--- src/rtl/serial_parity_rx.sv ---
// -----------------------------------------------------------------------------
// serial_parity_rx
//
// Receives one frame on a one-wire serial line and hands the 9-bit word to a
// downstream parity checker. A frame is a start bit, 8 data bits, a parity bit
// and a stop bit. The line is sampled only on clocks where the bit-rate strobe
// is high, and bits arrive LSB first.
//
// Optional feature: define SERIAL_PARITY_RX_CHECK_EN to build the local parity
// check. Without it, parity_err is tied low and no parity logic exists.
//
// Parameters:
//   PARITY_ODD  expected parity of the 9-bit word (0 = even, 1 = odd)
//
// Ports:
//   clk         clock, rising edge
//   rst         synchronous active-high reset
//   bit_en      bit-rate sample strobe, one clk wide
//   rx          serial line, idle high
//   word_out    last good frame: [7:0] data, [8] parity bit
//   word_valid  one-cycle pulse when word_out is updated
//   parity_err  parity mismatch, qualified by word_valid
//   frame_err   one-cycle pulse when the stop bit is sampled low
//   busy        high while a frame is in progress
// -----------------------------------------------------------------------------
module serial_parity_rx #(
   parameter logic PARITY_ODD = 1'b0
) (
   input  logic       clk,
   input  logic       rst,
   input  logic       bit_en,
   input  logic       rx,
   output logic [8:0] word_out,
   output logic       word_valid,
   output logic       parity_err,
   output logic       frame_err,
   output logic       busy
);

   localparam logic [1:0] IDLE = 2'd0;
   localparam logic [1:0] DATA = 2'd1;
   localparam logic [1:0] STOP = 2'd2;

   logic [1:0] state;
   logic [3:0] cnt;
   logic [8:0] shreg;

   always_ff @(posedge clk) begin
      if (rst) begin
         state      <= IDLE;
         cnt        <= 4'd0;
         shreg      <= 9'h000;
         word_out   <= 9'h000;
         word_valid <= 1'b0;
         frame_err  <= 1'b0;
      end else begin
         // Status outputs are pulses; they drop on every cycle by default.
         word_valid <= 1'b0;
         frame_err  <= 1'b0;
         if (bit_en) begin
            case (state)
               IDLE: begin
                  if (!rx) begin
                     state <= DATA;
                     cnt   <= 4'd0;
                  end
               end
               DATA: begin
                  // Right shift: the first bit received ends up in [0].
                  shreg <= {rx, shreg[8:1]};
                  if (cnt == 4'd8) begin
                     cnt   <= 4'd0;
                     state <= STOP;
                  end else begin
                     cnt <= cnt + 4'd1;
                  end
               end
               STOP: begin
                  if (rx) begin
                     word_out   <= shreg;
                     word_valid <= 1'b1;
                  end else begin
                     frame_err <= 1'b1;
                  end
                  state <= IDLE;
               end
               default: begin
                  state <= IDLE;
                  cnt   <= 4'd0;
               end
            endcase
         end
      end
   end

`ifdef SERIAL_PARITY_RX_CHECK_EN
   logic parity_q;

   always_ff @(posedge clk) begin
      if (rst) begin
         parity_q <= 1'b0;
      end else begin
         parity_q <= 1'b0;
         if (bit_en && (state == STOP) && rx) begin
            parity_q <= (^shreg) ^ PARITY_ODD;
         end
      end
   end

   assign parity_err = parity_q;
`else
   // Checking is left to the downstream checker; the parameter is unused here.
   logic unused_parity_odd;
   assign unused_parity_odd = PARITY_ODD;
   assign parity_err        = 1'b0;
`endif

   assign busy = (state != IDLE);

endmodule
--- config.mk ---
export PLATFORM = sky130hd
export DESIGN_NAME = serial_parity_rx
export DESIGN_NICKNAME = d
export VERILOG_FILES = /design/src/rtl/serial_parity_rx.sv
export SDC_FILE = /design/constraint.sdc
export NUM_CORES = 1
export LEC_CHECK = 0
export CAP_MARGIN = 15
export CORE_ASPECT_RATIO = 1.25
export CORE_MARGIN = 1.5
export CORE_UTILIZATION = 26
export CTS_BUF_LIST = sky130_fd_sc_hd__clkbuf_8
export DETAILED_ROUTE_END_ITERATION = 16
export GPL_TIMING_DRIVEN = 0
export PLACE_DENSITY_LB_ADDON = 0.25
export RECOVER_POWER = 50
export SLEW_MARGIN = 30
export SYNTH_ARGS = -nofsm -noshare
export SYNTH_HDL_FRONTEND = slang
export SYNTH_SLANG_ARGS = --single-unit
--- constraint.sdc ---
create_clock -name clk -period 1.2 [get_ports clk]
set_clock_uncertainty 0.15 [all_clocks]
set_input_delay 0.24 -clock clk [delete_from_list [all_inputs] [get_ports clk]]
set_output_delay 0.24 -clock clk [all_outputs]
set_load 0.01 [all_outputs]
==> impl_metrics.csv, run 1 <==
group,metric,value,unit
sta,fmax,0.687,GHz
setup_path,r2r_start,"state[0]",
logic_synthesis,synthArstFlopShare,0,%
cts,cts_root_buf,"clkbuf_8",
logic_synthesis,synth_compound_area_share,16.0,%
setup_path,endpoint_kind,"output port",
logic_synthesis,synth_simple_gate_area_share,25.0,%
setup_path,worstSetupEndpoint,"busy",
die,fp.coreArea,3850,sq um
logic_synthesis,yosysTopAreaCell,"dfxtp_1",
worst_hold_path,hold_class,"primary input to flop",
sta,worst_slack,-256,ps
sta,setup_violations,26,
route,ant_nets,0,
setup_path,timing.rr.end,"word_out[3]",
logic_synthesis,synth_area_leaders,"dfxtp_1, nand2_1, a21oi_1",
die,core.rowCount,25,
setup_path,rrSetupSlack,-240,ps
logic_synthesis,yosysSeqAreaShare,49.2,%
sta,finalHoldViolations,0,
logic_synthesis,synth_xor_area_share,0,%
die,die_h,74.3,um
route,drt_iter0_markers,19,
setup_path,worstSetupPathType,"flop to output port",
logic_synthesis,synth_edf_count,0,
logic_synthesis,postSynthAreaPerCell,8.32,sq um
run_status,failed_checks,"setup timing",
route,drc,0,
setup_path,crit_required,810,ps
cts,cts_buffers,3,
cells_and_area,drive_gt1_share,62.4,%
pwr,power.total,1.64,mW
placed_design,place.gp.congestion,0.850,
logic_synthesis,syn-num-nets,133,
pwr,power-per-cell-area,1000,nW/um^2
die,chipWidth,60.0,um
run,max_cap_viol_count,0,
cells_and_area,area_growth,55.3,%
logic_synthesis,synthAdderAreaFrac,2.37,%
logic_synthesis,synthFlopType,"dfxtp_1",
route,avgRoutedWirePerCell,13.4,um
cts,cts_buffer_depth,2,
logic_synthesis,netlist_instances,127,
global_routing,grt_pass1_wl,4260,um
cts,clock_latency,270,ps
die,dieArea,4460,sq um
setup_path,critical_path.startpoint_type,"flop",
global_routing,grt_usage,12.5,%
logic_synthesis,synth-seq-cells,26,
setup_path,critical_path_arrival,1070,ps
placed_design,hpwl,1570,um
logic_synthesis,synth.mux.area_fraction,0,%
placed_design,numPortBuffers,13,
route,wl,2940,um
logic_synthesis,yosysTopAreaCellShare,49.2,%
placed_design,place_ws,-650,ps
logic_synthesis,synth_warnings,0,
global_routing,grt-ovfl-total,0,
setup_path,reg2regPathDepth,6,
cells_and_area,fin_nets,172,
sta,fin_crit,1460,ps
die,initial_core_util,27.5,%
die,ios,17,
route,vias,1019,
global_routing,grt_max_degree,15,
cts,path_clk_slew,90,ps
setup_path,crit_fanout,6,
sta,worst_pin_slew,694,ps
pwr,p_leak,0.622,nW
route,drt_pass1_iterations,4,
cts,cts.sinks,26,
cells_and_area,antenna_cells,0,
cells_and_area,layout_common_cells,"nand2_2, dfxtp_1, buf_6",
sta,slew_headroom,53.7,%
logic_synthesis,synth.distinct_cells,29,
sta,drv_slew,0,
cts,cts_hold_buf,0,
sta,rsz0062_at_grt,"true",
route,avgViaCountPerCell,4.65,
global_routing,grt_pass1_vias,971,
run_status,status,"complete, but fails checks",
setup_path,cp-startpoint,"state[1]",
cts,cts_tree,"done",
cts,h-tree-depth,1,
sta,period_share,121,%
cells_and_area,layout_commonest_cell,"nand2_2",
global_routing,antenna_found_initial,0,
logic_synthesis,netlist_area,1060,sq um
logic_synthesis,synth_top_family_by_area,"simple AND/OR/NAND/NOR gates",
pwr,irDropWorstVdd,0.444,mV
[final cells by class]
type,count,area [sq um]
Fill cell,398,2210
Multi-Input combinational cell,87,627
Sequential cell,26,533
Timing Repair Buffer,34,264
Buffer,10,80.1
Tap cell,54,67.6
Clock buffer,4,55.1
Inverter,4,15.0
[worst min-delay path by stage]
stage / startpoint / endpoint / depth (start not counted) / slack (ps)
after global routing: bit_en / frame_err / 3 / 190
final: rst / word_out[5] / 2 / 150
after global placement: shreg[0] / shreg[0] / 2 / 300
after detailed placement: shreg[0] / shreg[0] / 2 / 300
after CTS: bit_en / frame_err / 3 / 140
after floorplan: rx / frame_err / 1 / 170
[cells in the mapped netlist (2+ instances only)]
cell and n:
a21oi_1 21, nand2_1 37, a31oi_1 2, ha_1 2
buf_4 3, dfxtp_1 26, nand4b_1 2, nor2_1 3
nand3_1 2, o21ai_0 3, clkbuf_1 3, buf_2 3
inv_1 4
[layer usage]
metal	GRT usage, %	part of all wire (%)
met5	0	0
met3	1.57	3.1
met1	14.6	40
met4	5.68	1.6
met2	22.5	55
[sequential cells by signal, summed over array words and instances, names as in the netlist]
register,cells
frame_err,1
word_out,9
word_valid,1
state,2
shreg,9
cnt,4
[report_power, final]
part / total (mW) / internal (mW) / switching (mW) / leakage [nW]
logic: 0.206 / 0.0994 / 0.107 / 0.378
clock network: 0.562 / 0.293 / 0.268 / 0.0288
registers: 0.876 / 0.870 / 0.00571 / 0.215
[kinds of logic (layout without fill, tap and decap cells)]
| group | count (synthesis) | after routing |
|---|---|---|
| other cells | 1 | 1 |
| fa+ha+maj | 2 | 2 |
| simple gates | 54 | 54 |
| buf+inv | 14 | 52 |
| compound gates | 30 | 30 |
| flops | 26 | 26 |
[per-stage QoR]
step	hold slack, ps	utilization (%)	setup TNS (ps)	cells	area (sq um)
2_1_floorplan	166	-	-168	127	1070
3_3_place_gp	296	32.9	-10040	194	1270
3_5_place_dp	299	32.9	-10050	194	1270
4_1_cts	138	38.8	-3580	214	1490
5_1_grt	191	42.7	-6200	219	1640
6_report	155	42.7	-4960	219	1640
[repair_timing]
item                                    in CTS  in global routing
gates cloned                                 1                  3
resized for setup                           84                 49
setup buffers                               15                  2
pin swaps                                    9                 10
endpoints found under the setup margin      37                 29
[worst max-delay path, stage by stage, from the launching register on]
cell and delay (ps):
dfxtp_2 330, buf_6 130, or2_4 230, buf_6 120
Note: power is estimated with default switching activity, not from simulation.
==> inputs of run 2 (changes only) <==
- CAP_MARGIN: 15 -> default
==> results of run 2 <==
No change in the layout: final DEF, timing and power equal those of run 1.
